`config.mk`:
```
export PLATFORM = sky130hd
export DESIGN_NAME = ucie_sb_tx_packetizer
export DESIGN_NICKNAME = d
export VERILOG_FILES = /design/src/rtl/ucie_sb_tx_packetizer.sv
export SDC_FILE = /design/constraint.sdc
export NUM_CORES = 1
export LEC_CHECK = 0
export BUFFER_PORTS_ARGS = -buffer_cell sky130_fd_sc_hd__buf_2
export CAP_MARGIN = 5
export CORE_MARGIN = 2
export CORE_UTILIZATION = 30
export CTS_CLUSTER_DIAMETER = 100
export CTS_CLUSTER_SIZE = 12
export DETAILED_ROUTE_END_ITERATION = 10
export HOLD_SLACK_MARGIN = 0.02
export PLACE_DENSITY = 0.53
export SLEW_MARGIN = 10
export SYNTH_ARGS = -nofsm -noshare
export SYNTH_HDL_FRONTEND = slang
export SYNTH_SLANG_ARGS = --single-unit
```
`constraint.sdc`:
```
create_clock -name clk -period 5.5 [get_ports clk]
set_input_delay 0.275 -clock clk [delete_from_list [all_inputs] [get_ports clk]]
set_output_delay 0.275 -clock clk [all_outputs]
set_load 0.02 [all_outputs]
```
`src/rtl/ucie_sb_tx_packetizer.sv`:
```
// ---------------------------------------------------------------------------
// ucie_sb_tx_packetizer
//   Buffers 64-bit sideband messages in a small FIFO and serialises each one
//   onto an 8-bit valid/ready byte stream toward the PHY, byte 0 first.
//   GAP_CYCLES idle cycles follow every message. A message whose current
//   byte is stalled for TIMEOUT_CYCLES consecutive cycles is dropped.
//
//   Optional feature: define UCIE_SB_PARITY_EN to append a ninth byte
//   holding the XOR of message bytes 0-7.
//
// Ports
//   clk          block clock, rising edge
//   resetn       async active-low reset
//   msg_valid    upstream message strobe
//   msg_ready    FIFO can accept a message (registered !full, no bypass)
//   msg_data     64-bit message, byte 0 = [7:0]
//   sb_data_tx   byte toward the PHY (0 when not sending)
//   sb_valid_tx  sb_data_tx valid
//   sb_ready_tx  PHY accepts the byte this cycle
//   msg_sent     1-cycle pulse after the last byte handshake
//   tx_timeout   1-cycle pulse after a message is aborted
//   busy         FSM not IDLE or FIFO non-empty
//   fifo_level   occupied FIFO entries
// ---------------------------------------------------------------------------
module ucie_sb_tx_packetizer #(
  parameter int FIFO_DEPTH     = 2,
  parameter int GAP_CYCLES     = 2,
  parameter int TIMEOUT_CYCLES = 255
) (
  input  logic                          clk,
  input  logic                          resetn,
  input  logic                          msg_valid,
  output logic                          msg_ready,
  input  logic [63:0]                   msg_data,
  output logic [7:0]                    sb_data_tx,
  output logic                          sb_valid_tx,
  input  logic                          sb_ready_tx,
  output logic                          msg_sent,
  output logic                          tx_timeout,
  output logic                          busy,
  output logic [$clog2(FIFO_DEPTH):0]   fifo_level
);

  localparam int AW = $clog2(FIFO_DEPTH);
  localparam int SW = $clog2(TIMEOUT_CYCLES + 1);
  localparam int GW = (GAP_CYCLES > 0) ? $clog2(GAP_CYCLES + 1) : 1;
`ifdef UCIE_SB_PARITY_EN
  localparam int NBYTES = 9;
`else
  localparam int NBYTES = 8;
`endif
  localparam logic [3:0]    LAST_IDX = 4'(NBYTES - 1);
  localparam logic [AW:0]   DEPTH_C  = (AW+1)'(FIFO_DEPTH);
  localparam logic [SW-1:0] TMO_LAST = SW'(TIMEOUT_CYCLES - 1);

  typedef enum logic [1:0] {IDLE, SEND, GAP} state_e;

  state_e                       state_q, state_d;
  logic [FIFO_DEPTH-1:0][63:0]  mem_q;
  logic [AW-1:0]                wr_ptr_q, rd_ptr_q;
  logic [AW:0]                  count_q, count_d;
  logic                         init_q;
  logic [3:0]                   idx_q, idx_d;
  logic [SW-1:0]                stall_q, stall_d;
  logic [GW-1:0]                gap_q, gap_d;
  logic                         sent_q, tmo_q;

  logic        full, empty, push, hs, last_hs, stall, abort, pop, gap_done;
  logic [63:0] head;
  logic [7:0]  cur_byte;

  assign full  = (count_q == DEPTH_C);
  assign empty = (count_q == '0);
  // init_q keeps msg_ready low while in reset and rises on the first edge after.
  assign push  = msg_valid && init_q && !full;
  assign hs    = (state_q == SEND) && sb_ready_tx;
  assign last_hs = hs && (idx_q == LAST_IDX);
  assign stall = (state_q == SEND) && !sb_ready_tx;
  // abort on the edge that ends the TIMEOUT_CYCLES-th consecutive stall
  assign abort = stall && (stall_q == TMO_LAST);
  assign pop   = last_hs || abort;
  assign gap_done = (state_q == GAP) && ((32'(gap_q) + 32'd1) >= 32'(GAP_CYCLES));

  assign head = mem_q[rd_ptr_q];

`ifdef UCIE_SB_PARITY_EN
  logic [7:0] parity;
  always_comb begin
    parity = '0;
    for (int b = 0; b < 8; b++) parity = parity ^ head[b*8 +: 8];
  end
  assign cur_byte = idx_q[3] ? parity : head[{idx_q[2:0], 3'b000} +: 8];
`else
  assign cur_byte = head[{idx_q[2:0], 3'b000} +: 8];
`endif

  // ---------------- FSM: state register ----------------
  always_ff @(posedge clk or negedge resetn) begin
    if (!resetn) state_q <= IDLE;
    else         state_q <= state_d;
  end

  // ---------------- FSM: next state ----------------
  always_comb begin
    state_d = state_q;
    unique case (state_q)
      IDLE:    if (!empty) state_d = SEND;
      SEND:    if (pop)    state_d = (GAP_CYCLES > 0) ? GAP : IDLE;
      GAP:     if (gap_done) state_d = IDLE;
      default: state_d = IDLE;
    endcase
  end

  // ---------------- FSM: outputs ----------------
  always_comb begin
    sb_valid_tx = 1'b0;
    sb_data_tx  = '0;
    if (state_q == SEND) begin
      sb_valid_tx = 1'b1;
      sb_data_tx  = cur_byte;
    end
    busy       = (state_q != IDLE) || !empty;
    msg_ready  = init_q && !full;
    msg_sent   = sent_q;
    tx_timeout = tmo_q;
    fifo_level = count_q;
  end

  // ---------------- datapath next state ----------------
  always_comb begin
    idx_d = idx_q;
    if (pop || state_q != SEND) idx_d = '0;
    else if (hs)                idx_d = idx_q + 4'd1;

    stall_d = stall_q;
    if (state_q != SEND || hs || abort) stall_d = '0;
    else if (stall_q != '1)             stall_d = stall_q + 1'b1;

    gap_d = '0;
    if (state_q == GAP && !gap_done) gap_d = gap_q + 1'b1;

    count_d = count_q;
    unique case ({push, pop})
      2'b10:   count_d = count_q + 1'b1;
      2'b01:   count_d = count_q - 1'b1;
      default: count_d = count_q;
    endcase
  end

  always_ff @(posedge clk or negedge resetn) begin
    if (!resetn) begin
      wr_ptr_q <= '0;
      rd_ptr_q <= '0;
      count_q  <= '0;
      init_q   <= 1'b0;
      idx_q    <= '0;
      stall_q  <= '0;
      gap_q    <= '0;
      sent_q   <= 1'b0;
      tmo_q    <= 1'b0;
    end else begin
      init_q   <= 1'b1;
      if (push) wr_ptr_q <= wr_ptr_q + 1'b1;
      if (pop)  rd_ptr_q <= rd_ptr_q + 1'b1;
      count_q  <= count_d;
      idx_q    <= idx_d;
      stall_q  <= stall_d;
      gap_q    <= gap_d;
      sent_q   <= last_hs;
      tmo_q    <= abort;
    end
  end

  // Payload storage needs no reset: occupancy is tracked by the pointers.
  always_ff @(posedge clk) begin
    if (push) mem_q[wr_ptr_q] <= msg_data;
  end

endmodule

```
==> reports/metrics.cfg <==
[outcome]
status=complete, no violations

[worst_setup_path]
path_cells=buf_4 -> mux4_2 -> mux2i_1 -> o22ai_1 -> buf_2
r2r_cells=5
worstPathRequired_ns=5.22
crit_type=reg -> out
cp_slowest_stage_delay_ns=0.80
critPathLaunchType=register
slowest_stage=dfrtp_2
arrival_ns=2.75
cp-end-kind=primary output
worstPathMaxFanout=21
crit_family=flip-flops
worst-path-buf-inv=2
crit_cells=5

[drt]
first_pass_iters=5
drc=0
drt_iter0_drc=156
via_per_inst=4.56
vias=3191
antenna_left=0
wl_per_cell_um=17.7
drt-total-wl_mm=12.4

[grt]
top_usage_layer=met2
grt_first_pass_wirelength_mm=19.3
grt.total_usage_pct=12.3
grt_pass1_vias=3425
antenna_found_initial=1
met2_usage_pct=20.9
met3_usage_pct=4.18
grt_max_degree=65
grt_util_met1_pct=15.2
gr-total-overflow=0

[clock_tree]
cts_made_buffers=17
cts_hold_buffers=1
tritoncts=yes
postCtsSetupBuffers=0
cts_sinks=151
cts.path.max_buffers=2
cts_max_level=4
clk_pin_slew_worst_paths_ns=0.06
cts_resized=0
ctsRootBufferMaster=clkbuf_16
clk_latency_ns=0.41

[synth]
syn-cell-area_mm2=0.00597
netlist_top_cells_area=edfxtp_1, dfrtp_1, mux4_2
synth_largest_area_cell=edfxtp_1
seq_area_frac_synth_pct=74.0
async_flop_share_pct=15.2
synth_top_area_share_pct=64.4
synth_common_cells=edfxtp_1, mux4_2, dfrtp_1, mux2i_1, nor2_1
synthDistinctLibCells=39
yosysMostFrequentCell=edfxtp_1
ys_ff_latch=151
synth_edf_count=128
syn_nets=401
synthFlopType=edfxtp_1
syn_avg_cell_area_um2=18.2
synthCells=328
yosys_warnings=0

[timing]
min_period_ns=3.03
max_freq_ghz=0.331
setup_violations=0
timing.final.crit_share_pct=55.0
clock_skew_ns=0.00938
worstMarginPinSlew_ns=0.957
grt_setup_unrepaired=false
hold_violations=0
slew_headroom_pct=36.0
slew_violations=0
tns_ns=0

[pwr]
finalPower_mw=3.62
combPwrFrac_pct=26.9
seq_power_share_pct=41.5
p_per_area_mw_per_mm2=496
power.leakage_nw=2.62
irDropWorstVdd_v=0.000217
p_int_mw=2.54
p_sw_mw=1.09
p_clk_share_pct=31.6
swShare_pct=29.9

[floorplanning]
die_w_um=145
initial_core_util_pct=30.6
core_area_mm2=0.0195
boundaryPins=83
dieArea_mm2=0.0210
placementRows=51
fp.dieH_um=145

[finish]
drive_gt1_share_pct=33.3
num_antenna_cells=0
nets=495
num-fill-cells=1880
syn2layout_area_growth_pct=22.3
fin_area_mm2=0.00730

[worst_hold_path]
whs_path_depth=1
hold_path.class=in -> reg

[placed_design]
dpl.hpwl_mm=8.42
place_area_mm2=0.00670
port_buffers=82
gp_congestion=0.684

[run]
max_cap_violations=0

[path summary, 6_finish.rpt]
path                                     from       endpoint  slack (ns)
worst max-delay path                 rd_ptr_q  sb_data_tx[7]        2.47
worst min-delay path             msg_data[52]     mem_q[116]        0.05
worst max register to register  fifo_level[0]      mem_q[14]        2.88
worst min register to register       gap_q[0]       gap_q[0]        0.43
max in group asynchronous              resetn       rd_ptr_q        4.70
min in group asynchronous              resetn     stall_q[7]        0.40
[final cells by class]
class                      count  area [µm²]  share of cell area [%]
multi-input combinational    154        1470                    20.1
clock buffer                  21         440                    6.03
tap                          265         332                    4.54
timing repair buffer          88         458                    6.27
sequential                   151        4420                    60.5
inverter                      10        37.5                   0.514
clock inverter                11         148                    2.02
[worst register-to-register path, delay by kind of cell (launching register included)]
family                 cells  cell delay, ns
AND/OR/NAND/NOR            2            0.94
buffers and inverters      2            0.61
flip-flops                 1            0.43
AO/OA/AOI/OAI              1            0.26
[cells in the final DEF, fill, tap and decap left out, types with 6 or more instances in the layout]
master,count
inv_1,10
buf_2,82
dfrtp_1,22
edfxtp_1,128
o21ai_0,6
o22ai_1,8
mux2i_1,23
mux4_2,25
nor2_1,18
nand2_1,12
a221o_1,7
nand3_1,6
clkbuf_16,17
[sequential cells by signal (all words and copies together) (netlist names)]
register    flops
fifo_level      2
gap_q           2
idx_q           4
init_q          1
mem_q         128
msg_sent        1
rd_ptr_q        1
stall_q         8
state_q         2
tx_timeout      1
wr_ptr_q        1
[layer usage]
metal	up-vias	part of all wire (%)
li1	1497	-
met1	1614	43
met2	74	53
met3	4	4.0
met4	2	0.35
met5	-	0.13
[power groups by stage]
stage	logic [mW]	registers (mW)	clock network, mW
floorplan	0.697	1.50	0
global placement	0.987	1.52	0
detailed placement	0.999	1.53	0
CTS	1.00	1.51	1.18
global route	1.07	1.53	1.23
finish	0.975	1.51	1.14
[per-stage QoR]
stage          utilization (%)  instances  setup slack (ns)  hold slack, ns
2_1_floorplan                -        328             0.895         -0.0206
3_3_place_gp              34.3        667              2.84           0.280
3_5_place_dp              34.3        667              2.80           0.293
4_1_cts                   37.4        700              2.35          0.0355
5_1_grt                   37.4        700              2.21          0.0326
6_report                  37.4        700              2.47          0.0528
[cell families after synthesis]
group	after synthesis	share of synthesized area (%)
AOI/OAI and AO/OA	34	4.07
xor gates and xnor gates	6	0.880
adders and majority gates	5	1.05
buffers and inverters	23	1.57
DFF	151	74.0
muxes	48	13.3
other	1	0.0628
and+or+nand+nor	60	5.07
No activity file was read; power rests on OpenSTA's default activity.
